[src/rtl/sb_init_sequencer_pkg.sv]
// -----------------------------------------------------------------------------
// sb_init_sequencer_pkg
// Shared sideband definitions for the SBINIT clock-pattern exchange:
//   - LTSM state encodings (also used by the sideband pattern detector)
//   - default transmitted clock-pattern word
//   - sequencer FSM state enum
//   - helper that tells whether the LTSM state keeps the exchange alive
// -----------------------------------------------------------------------------
package sb_init_sequencer_pkg;

   localparam logic [2:0] LTSM_RESET  = 3'd0;
   localparam logic [2:0] LTSM_SBINIT = 3'd1;

   // bit63 = 1, adjacent bits alternate
   localparam logic [63:0] SB_PATTERN_WORD = 64'hAAAA_AAAA_AAAA_AAAA;

   typedef enum logic [2:0] {
      ST_IDLE    = 3'd0,
      ST_PATTERN = 3'd1,
      ST_GAP     = 3'd2,
      ST_DONE    = 3'd3,
      ST_TOUT    = 3'd4
   } sbinit_state_t;

   // Pattern exchange runs only while the LTSM sits in RESET or SBINIT.
   function automatic logic ltsm_in_scope(input logic [2:0] ltsm_state);
      return (ltsm_state == LTSM_RESET) || (ltsm_state == LTSM_SBINIT);
   endfunction

endpackage

[src/rtl/sb_init_sequencer.sv]
// -----------------------------------------------------------------------------
// sb_init_sequencer
// Sequences the sideband initialization clock-pattern exchange. Sends the
// pattern word followed by GAP_CYCLES idle cycles per iteration, tracks
// detect events from the pattern detector, and ends with a one-cycle done
// pulse (EXTRA_ITER iterations after the first detect) or a timeout pulse.
//
// Ports:
//   i_clk                      clock
//   i_rst_n                    asynchronous active-low reset
//   i_state[2:0]               LTSM state (0=RESET, 1=SBINIT, others abort)
//   i_start                    local start pulse
//   i_rx_sb_start_pattern      partner pattern seen in RESET (start pulse)
//   i_rx_sb_pattern_samp_done  two good patterns received (detect pulse)
//   i_ser_ready                serializer accepts o_ser_data
//   o_ser_data[63:0]           pattern word while valid, else 0
//   o_ser_valid                word offered to serializer
//   o_busy                     FSM not in IDLE
//   o_sbinit_done              one-cycle pulse, exchange complete
//   o_timeout                  one-cycle pulse, cycle budget exhausted
// All outputs are registered.
// -----------------------------------------------------------------------------
module sb_init_sequencer
   import sb_init_sequencer_pkg::*;
#(
   parameter logic [63:0] PATTERN_WORD   = SB_PATTERN_WORD,
   parameter int          GAP_CYCLES     = 2,
   parameter int          EXTRA_ITER     = 4,
   parameter int          TIMEOUT_CYCLES = 8000
) (
   input  logic        i_clk,
   input  logic        i_rst_n,
   input  logic [2:0]  i_state,
   input  logic        i_start,
   input  logic        i_rx_sb_start_pattern,
   input  logic        i_rx_sb_pattern_samp_done,
   input  logic        i_ser_ready,
   output logic [63:0] o_ser_data,
   output logic        o_ser_valid,
   output logic        o_busy,
   output logic        o_sbinit_done,
   output logic        o_timeout
);

   localparam int GAP_W   = $clog2(GAP_CYCLES + 1);
   localparam int EXTRA_W = $clog2(EXTRA_ITER + 1);
   localparam int TOUT_W  = $clog2(TIMEOUT_CYCLES + 1);

   localparam logic [GAP_W-1:0]   GAP_LAST   = GAP_W'(GAP_CYCLES - 1);
   localparam logic [EXTRA_W-1:0] EXTRA_LAST = EXTRA_W'(EXTRA_ITER - 1);
   localparam logic [TOUT_W-1:0]  TOUT_LAST  = TOUT_W'(TIMEOUT_CYCLES - 1);

   sbinit_state_t        state_reg, state_next;
   logic [GAP_W-1:0]     gap_cnt_reg, gap_cnt_next;
   logic [EXTRA_W-1:0]   extra_cnt_reg, extra_cnt_next;
   logic [TOUT_W-1:0]    tout_cnt_reg, tout_cnt_next;
   logic                 det_flag_reg, det_flag_next;

   logic [63:0]          ser_data_next;
   logic                 ser_valid_next, busy_next, done_next, timeout_next;

   logic                 in_scope;
   logic                 active;
   logic                 det_seen;

   assign in_scope = ltsm_in_scope(i_state);
   assign active   = (state_reg == ST_PATTERN) || (state_reg == ST_GAP);
   // A detect on the iteration-ending cycle still counts for that iteration.
   assign det_seen = det_flag_reg | i_rx_sb_pattern_samp_done;

   // State and counter registers
   always_ff @(posedge i_clk or negedge i_rst_n) begin
      if (!i_rst_n) begin
         state_reg     <= ST_IDLE;
         gap_cnt_reg   <= '0;
         extra_cnt_reg <= '0;
         tout_cnt_reg  <= '0;
         det_flag_reg  <= 1'b0;
      end else begin
         state_reg     <= state_next;
         gap_cnt_reg   <= gap_cnt_next;
         extra_cnt_reg <= extra_cnt_next;
         tout_cnt_reg  <= tout_cnt_next;
         det_flag_reg  <= det_flag_next;
      end
   end

   // Next-state and counter logic
   always_comb begin
      state_next     = state_reg;
      gap_cnt_next   = gap_cnt_reg;
      extra_cnt_next = extra_cnt_reg;
      tout_cnt_next  = tout_cnt_reg;
      det_flag_next  = det_flag_reg;

      unique case (state_reg)
         ST_IDLE: begin
            if ((i_start || i_rx_sb_start_pattern) && in_scope) begin
               state_next     = ST_PATTERN;
               gap_cnt_next   = '0;
               extra_cnt_next = '0;
               tout_cnt_next  = '0;
               det_flag_next  = 1'b0;
            end
         end
         ST_PATTERN: begin
            if (i_ser_ready) begin
               state_next   = ST_GAP;
               gap_cnt_next = '0;
            end
         end
         ST_GAP: begin
            gap_cnt_next = gap_cnt_reg + GAP_W'(1);
            if (gap_cnt_reg == GAP_LAST) begin
               state_next = ST_PATTERN;
               if (det_seen) begin
                  extra_cnt_next = extra_cnt_reg + EXTRA_W'(1);
                  if (extra_cnt_reg == EXTRA_LAST)
                     state_next = ST_DONE;
               end
            end
         end
         ST_DONE, ST_TOUT: begin
            state_next = ST_IDLE;
         end
         default: begin
            state_next = ST_IDLE;
         end
      endcase

      if (active) begin
         tout_cnt_next = tout_cnt_reg + TOUT_W'(1);
         det_flag_next = det_seen;
         // Priority: abort, then done, then timeout.
         if (!in_scope)
            state_next = ST_IDLE;
         else if ((state_next != ST_DONE) && (tout_cnt_reg == TOUT_LAST))
            state_next = ST_TOUT;
      end
   end

   // Output decode from the upcoming state so registered outputs line up
   // with the state they describe.
   always_comb begin
      ser_valid_next = (state_next == ST_PATTERN);
      ser_data_next  = ser_valid_next ? PATTERN_WORD : 64'd0;
      busy_next      = (state_next != ST_IDLE);
      done_next      = (state_next == ST_DONE);
      timeout_next   = (state_next == ST_TOUT);
   end

   always_ff @(posedge i_clk or negedge i_rst_n) begin
      if (!i_rst_n) begin
         o_ser_data    <= '0;
         o_ser_valid   <= 1'b0;
         o_busy        <= 1'b0;
         o_sbinit_done <= 1'b0;
         o_timeout     <= 1'b0;
      end else begin
         o_ser_data    <= ser_data_next;
         o_ser_valid   <= ser_valid_next;
         o_busy        <= busy_next;
         o_sbinit_done <= done_next;
         o_timeout     <= timeout_next;
      end
   end

endmodule
[config.mk]
export PLATFORM = sky130hd
export DESIGN_NAME = sb_init_sequencer
export DESIGN_NICKNAME = d
export VERILOG_FILES = /design/src/rtl/sb_init_sequencer_pkg.sv /design/src/rtl/sb_init_sequencer.sv
export SDC_FILE = /design/constraint.sdc
export NUM_CORES = 1
export LEC_CHECK = 0
export BUFFER_PORTS_ARGS = -buffer_cell sky130_fd_sc_hd__buf_4
export CAP_MARGIN = 20
export CORE_ASPECT_RATIO = 0.9
export CORE_MARGIN = 3
export CORE_UTILIZATION = 25
export CTS_CLUSTER_DIAMETER = 100
export CTS_CLUSTER_SIZE = 20
export DETAILED_ROUTE_END_ITERATION = 12
export SYNTH_ARGS = -nofsm -noshare
export SYNTH_HDL_FRONTEND = slang
export SYNTH_SLANG_ARGS = --single-unit
export TNS_END_PERCENT = 30
[constraint.sdc]
create_clock -name i_clk -period 1.6 [get_ports i_clk]
set_input_delay 0.08 -clock i_clk [delete_from_list [all_inputs] [get_ports i_clk]]
set_output_delay 0.08 -clock i_clk [all_outputs]
set_load 0.01 [all_outputs]
* Word level (Yosys, flattened, before mapping)
Cells that the tools add are included.
** Word-level totals
- Register bits :: 90
- Latch bits :: 0
- RAM bits :: 0
- Bits in read-only memories :: 0
- Bits of input ports :: 9
- Output and inout bits :: 68
- Word-level logic and storage cells :: 66
- Memories kept :: 0
** Cells by class
- Add/subtract/negate cells :: 3
- Multipliers :: 0
- Div/mod/pow operators :: 0
- Magnitude comparators :: 0
- Equal/unequal tests :: 14
- Shifts and indexed selects :: 0
- Mux-type cells :: 23
- Bitwise logic cells :: 1
- Reductions and logical operators :: 15
** Operators by type and width (number)
- 64-bit two-way mux :: 1
- 13-bit two-way mux :: 3
- 3-bit two-way mux :: 9
- 13-bit by 1-bit adder with 13-bit output (second input constant) :: 1
- 13-bit equality test (second input constant) :: 1
- 3-bit by 1-bit equality test with 1-bit output (second input constant) :: 3
- 3-bit by 2-bit equality test with 1-bit output (second input constant) :: 3
- 3-bit case mux with 3 select lines :: 1
- 2-bit two-way mux :: 4
- 3-bit zero test :: 2
- 2-bit inequality test (second input constant) :: 3
- 2-bit case mux with 3 select lines :: 1
- 3-bit case mux with 2 select lines :: 1
- 2-bit nonzero test :: 3
- 3-bit nonzero test :: 2
- 4-bit AND reduction :: 1
- 3-bit by 1-bit adder with 3-bit output (second input constant) :: 1
- 3-bit equality test (second input constant) :: 1
- 1-bit logical OR :: 3
- 1-bit two-way mux :: 3
- 3-bit by 2-bit inequality test with 1-bit output (second input constant) :: 1
- 3-bit AND reduction :: 1
- 2-bit by 1-bit adder with 2-bit output (second input constant) :: 1
- 2-bit by 1-bit equality test with 1-bit output (second input constant) :: 1
- 4 further kinds :: 5

* Depth between registers and ports, before layout
- Depth after elaboration :: 12
- Gate-level depth with buffers :: 6
- Gate-level depth less buffers :: 6

* Worst setup path after synthesis
No wires, ideal clock.
- Path kind :: reg-to-reg
- From :: register, netlist name extra_cnt_reg[0]
- To :: register tout_cnt_reg[0]
- Library setup time :: 66 ps
- Arrival time :: 1552 ps
- Data required time :: 1534 ps
- Slack :: -18 ps
- Cell stages (with the launch flop) :: 7
- Buffers on the path :: 0
- Clock period less this slack :: 1618 ps
- Path through :: dfrtp_1 ha_1 ha_1 o21a_1 a211oi_2 and3_4 mux2_2
** RTL lines
- to (signal assigned) :: RTL line sb_init_sequencer.sv:83 : tout_cnt_reg <= tout_cnt_next;
- to (decl) :: RTL line sb_init_sequencer.sv:56 : logic [TOUT_W-1:0] tout_cnt_reg, tout_cnt_next;

* Worst setup path in the final report
- From :: register state_reg[2]
- To :: register tout_cnt_reg[0]
** Between the ends
- Word-level cells in the longest chain between the ends :: 4
- Elaborated cells on any way between the ends :: 8
- Classes of those cells :: 2 x eq/ne; 1 x mux; 5 x reduce/logical
** RTL lines
- from (decl) :: RTL line sb_init_sequencer.sv:53 : sbinit_state_t state_reg, state_next;
- from (signal assigned) :: RTL line sb_init_sequencer.sv:80 : state_reg <= state_next;
- 3-bit by 1-bit equality test with 1-bit output / 3-bit by 2-bit equality test with 1-bit output (equally long branches) :: RTL line sb_init_sequencer.sv:67 : assign active = (state_reg == ST_PATTERN) || (state_reg == ST_GAP);
- 1-bit logical OR :: RTL line sb_init_sequencer.sv:67
- 2-bit nonzero test (no source line)
- 2-bit AND reduction (no source line)
Parallel ways exist; a longest one is shown, timed or not.
A chain may end at the register's enable or synchronous reset.

==> reports/metrics.sh <==
FIN_SETUP_TNS_NS=0
SYNTH_FA_HA_AREA_SHARE_PCT=2.64
POSTSYNTH.ASYNCRESETSHARE_PCT=100
SYNTHMUXAREASHARE_PCT=4.35
SYNTH_AREA_MM2=0.00190
FINAL_CYCLE_SHARE_PCT=98.9
GRT_TOTAL_OVFL=0
POWER.DENSITY_CELL_AREA_mW_PER_MM2=1220
DETAIL_ROUTE.VIAS_PER_CELL=4.21
WIRELENGTH_MM=3.53
HPWLAFTERDP_MM=2.72
INSERTION_DELAY_NS=0.27
DIEHEIGHT_UM=88.7
ROUTED-VIA-COUNT=1373
CRITPATHKIND='register to register'
FLOORPLAN.DIE.WIDTH_UM=97.9
LARGEST_NET_DEGREE_AT_THE_START_OF_GLOBAL_ROUTING=34
CTS_TREE='yes'
MAX_CAP_VIOL_COUNT=0
MAX_FREQ_MHz=632
P_SW_uW=1040
OVERALL_FRACTION_OF_GLOBAL_ROUTE_TRACKS_IN_USE_PCT=7.63
SW_FRAC_OF_TOTAL_PCT=37.2
SYNTH.AREA.TOP_CELLS='sky130_fd_sc_hd__dfrtp_1 (34%), sky130_fd_sc_hd__buf_4 (26%), sky130_fd_sc_hd__mux2i_1 (3.2%), sky130_fd_sc_hd__ha_1 (2.6%), sky130_fd_sc_hd__nand2_1 (2.4%)'
SETUP_VIOL_COUNT_FINAL=0
INSERTEDDIODECOUNT=0
PATH_MAX_FANOUT=13
CORE_FOOTPRINT_MM2=0.00722
YOSYSTOPAREACELL='sky130_fd_sc_hd__dfrtp_1'
PIN_COUNT=77
IO_BUFFERS=43
SLOWEST_DELAY_NS=0.53
DETAIL-ROUTE-ANTENNA-NETS=0
GRT_FIRST_PASS_WIRELENGTH_MM=5.53
CTS-HTREE-LEVELS=1
YS_FF_LATCH=26
TOTAL_POWER_uW=2810
FLIP_FLOP_COUNT_OF_THE_LARGEST_REGISTER_AFTER_LAYOUT=13
YOSYSSEQAREASHARE_PCT=34.3
FIRST_ITER_VIOLATIONS=37
WORST_SETUP_PATH_START_KIND='register'
GRT_SETUP_UNREPAIRED='true'
DETAIL_ROUTE.WL_PER_CELL_UM=10.8
SYNTHSIMPLEGATEAREAFRAC_PCT=17.2
CELLINTERNALPOWER_uW=1770
STATUS='complete, no violations'
SETUP_SLACK_OF_THE_MOST_CRITICAL_REG_TO_REG_PATH_NS=0.02
MOSTFREQUENTLAYOUTCELL='sky130_fd_sc_hd__buf_4'
SYNTH-MAIN-FF-CELL='sky130_fd_sc_hd__dfrtp_1'
SYNTHCELLS=197
POST-SYNTH-TOP-AREA-FRACTION_PCT=34.3
CP_DATA_ARRIVAL_TIME_NS=1.74
GP_CONGESTION=0.785
FINISH.NET_COUNT=248
AREAGROWTHSYNTHTOFINISH_PCT=21.7
POST_SYNTHESIS_COMPOUND_GATE_AREA_FRACTION_PCT=13.0
FIN_WORST_SKEW_NS=0.00539
POST_SYNTH.CELL_AREA_AVG_UM2=9.64
IR_WORST_VDD_uV=543
NUMCTSBUFFERS=3
FIRST_GLOBAL_VIAS=1180
LARGEST_FAMILY_OF_LOGIC_CELLS_BY_SYNTHESIZED_AREA='buffers and inverters'
DIE_AREA_MM2=0.00868
TIMING.FINAL.HOLD_VIOLATIONS=0
CLK_PIN_SLEW_WORST_PATHS_NS=0.09
CLK_ROOT_BUFFER_CELL='sky130_fd_sc_hd__clkbuf_8'
WORST_SLACK_NS=0.0173
INITIAL_UTILIZATION_PCT=26.3
DRCVIOLATIONCOUNT=0
TIMING.CRITICAL_PATH.TO_TYPE='register'
SEQ_POWER_SHARE_PCT=32.1
CTS.PATH.MAX_BUFFERS=2
SYNTH.LIB_CELLS_USED.DISTINCT=43
CRIT_PATH_CELL_TRACE='o41a_1, and3_4, mux2_4'
ANTENNA_FOUND_INITIAL=0
POST_ROUTE_CELLS_DRIVE_ABOVE_1_SHARE_PCT=41.2
LAYOUT_COMMON_CELLS='sky130_fd_sc_hd__buf_4 (65), sky130_fd_sc_hd__conb_1 (32), sky130_fd_sc_hd__dfrtp_1 (24), sky130_fd_sc_hd__nand2_1 (12), sky130_fd_sc_hd__nor2_1 (11)'
COUNT_OF_PINS_OVER_THEIR_SLEW_LIMIT=0
SYNTH_ENABLE_FLOP_CELLS=0
WORSTHOLDPATHTYPE='input port to register'
CRITPATHSLOWESTCELL='sky130_fd_sc_hd__dfrtp_2'
COMB_POWER_SHARE_PCT=54.5
SHARE_CLK_OF_TOTAL_POWER_PCT=13.4
SYNTH_XOR_XNOR_AREA_SHARE_PCT=0.461
NUMBER_OF_STANDARD_CELL_ROWS_IN_THE_FLOORPLAN=29
DRT_FIRST_PASS_ITERS=4
WORSTPATHREQUIRED_NS=1.76
TOTAL_CLOCK_SINKS=26
DP_SLACK_NS=-0.0291
YS_WARN_COUNT=0
POWER_LEAKAGE_uW=0.00117
MIN_PERIOD_NS=1.58
LAYOUT.CORE_UTILIZATION_PCT=32.0
[per-layer routing]
layer  up-vias  GRT usage [%]  part of all wire (%)
met4         0           1.89                  0.54
met3         2           1.42                   9.6
met5         -              0                     0
met2        67           13.7                    48
met1       630           9.59                    41
li1        674              -                     -
[through the flow]
step                instances  hold slack, ns  cell area (um2)
floorplan                 228          -0.216             2030
global placement          318          0.0118             2140
detailed placement        318          0.0129             2140
CTS                       323          0.0869             2200
global route              326          0.0925             2310
finish                    326          0.0838             2310
[power by group through the flow]
stage                     registers, uW  clock network, uW  logic (uW)
after detailed placement            891                  0        1380
after global routing                919                412        1680
after CTS                           877                388        1420
after floorplan                     914                  0        1030
final                               903                376        1530
after global placement              885                  0        1380
[Yosys cell counts (2+ instances only)]
| master | instances |
|---|---|
| sky130_fd_sc_hd__a21oi_1 | 3 |
| sky130_fd_sc_hd__a22o_1 | 2 |
| sky130_fd_sc_hd__and3_1 | 4 |
| sky130_fd_sc_hd__buf_4 | 65 |
| sky130_fd_sc_hd__buf_6 | 2 |
| sky130_fd_sc_hd__dfrtp_1 | 26 |
| sky130_fd_sc_hd__ha_1 | 4 |
| sky130_fd_sc_hd__inv_1 | 4 |
| sky130_fd_sc_hd__mux2_2 | 2 |
| sky130_fd_sc_hd__mux2i_1 | 6 |
| sky130_fd_sc_hd__nand2_1 | 12 |
| sky130_fd_sc_hd__nand3_1 | 8 |
| sky130_fd_sc_hd__nand4_1 | 2 |
| sky130_fd_sc_hd__nor2_1 | 11 |
| sky130_fd_sc_hd__nor3_1 | 2 |
| sky130_fd_sc_hd__nor3b_1 | 2 |
| sky130_fd_sc_hd__nor4_1 | 2 |
| sky130_fd_sc_hd__nor4_4 | 2 |
| sky130_fd_sc_hd__o211a_1 | 3 |
| sky130_fd_sc_hd__o21ai_0 | 5 |
| sky130_fd_sc_hd__o22a_1 | 2 |
| sky130_fd_sc_hd__o311ai_0 | 4 |
| sky130_fd_sc_hd__o41ai_1 | 4 |
[cell type report]
class,instances,area [um2]
Fill cell,757,4910
Timing Repair Buffer,70,552
Sequential cell,26,653
Tap cell,93,116
Inverter,4,15.0
Clock buffer,3,41.3
Multi-Input combinational cell,130,933
[worst max-delay path: cells and delay by family, from the launching register on]
kind            cells  cell delay [ns]
flops               1             0.53
simple gates        1             0.21
compound gates      1             0.48
mux                 1             0.25
[what timing repair did]
action                                  in CTS  in global routing
endpoints found under the setup margin       8                 16
pin swaps                                    3                  9
hold buffers                                 1                  0
hold endpoints to repair                    26                  0
gates resized for setup                      4                 22
buffers inserted                             1                  3
[path summary, 6_finish.rpt]
| kind | startpoint | to | cells after the start |
|---|---|---|---|
| max | state_reg[2] | tout_cnt_reg[0] | 3 |
| min | i_rx_sb_pattern_samp_done | det_flag_reg | 3 |
| max reg2reg | state_reg[2] | tout_cnt_reg[0] | 3 |
| min reg2reg | tout_cnt_reg[10] | tout_cnt_reg[10] | 1 |
| max in group asynchronous | i_rst_n | state_reg[2] | 2 |
| min in group asynchronous | i_rst_n | tout_cnt_reg[11] | 2 |
[cells by family (layout without fill, tap and decap cells)]
| family | Yosys count | in the layout |
|---|---|---|
| buffers and inverters | 72 | 77 |
| and+or+nand+nor | 54 | 54 |
| xor gates and xnor gates | 1 | 1 |
| DFF | 26 | 26 |
| AOI/OAI and AO/OA | 31 | 31 |
| other | 1 | 32 |
| muxes | 8 | 8 |
| adders and majority gates | 4 | 4 |
No activity file was read; power rests on OpenSTA's default activity.
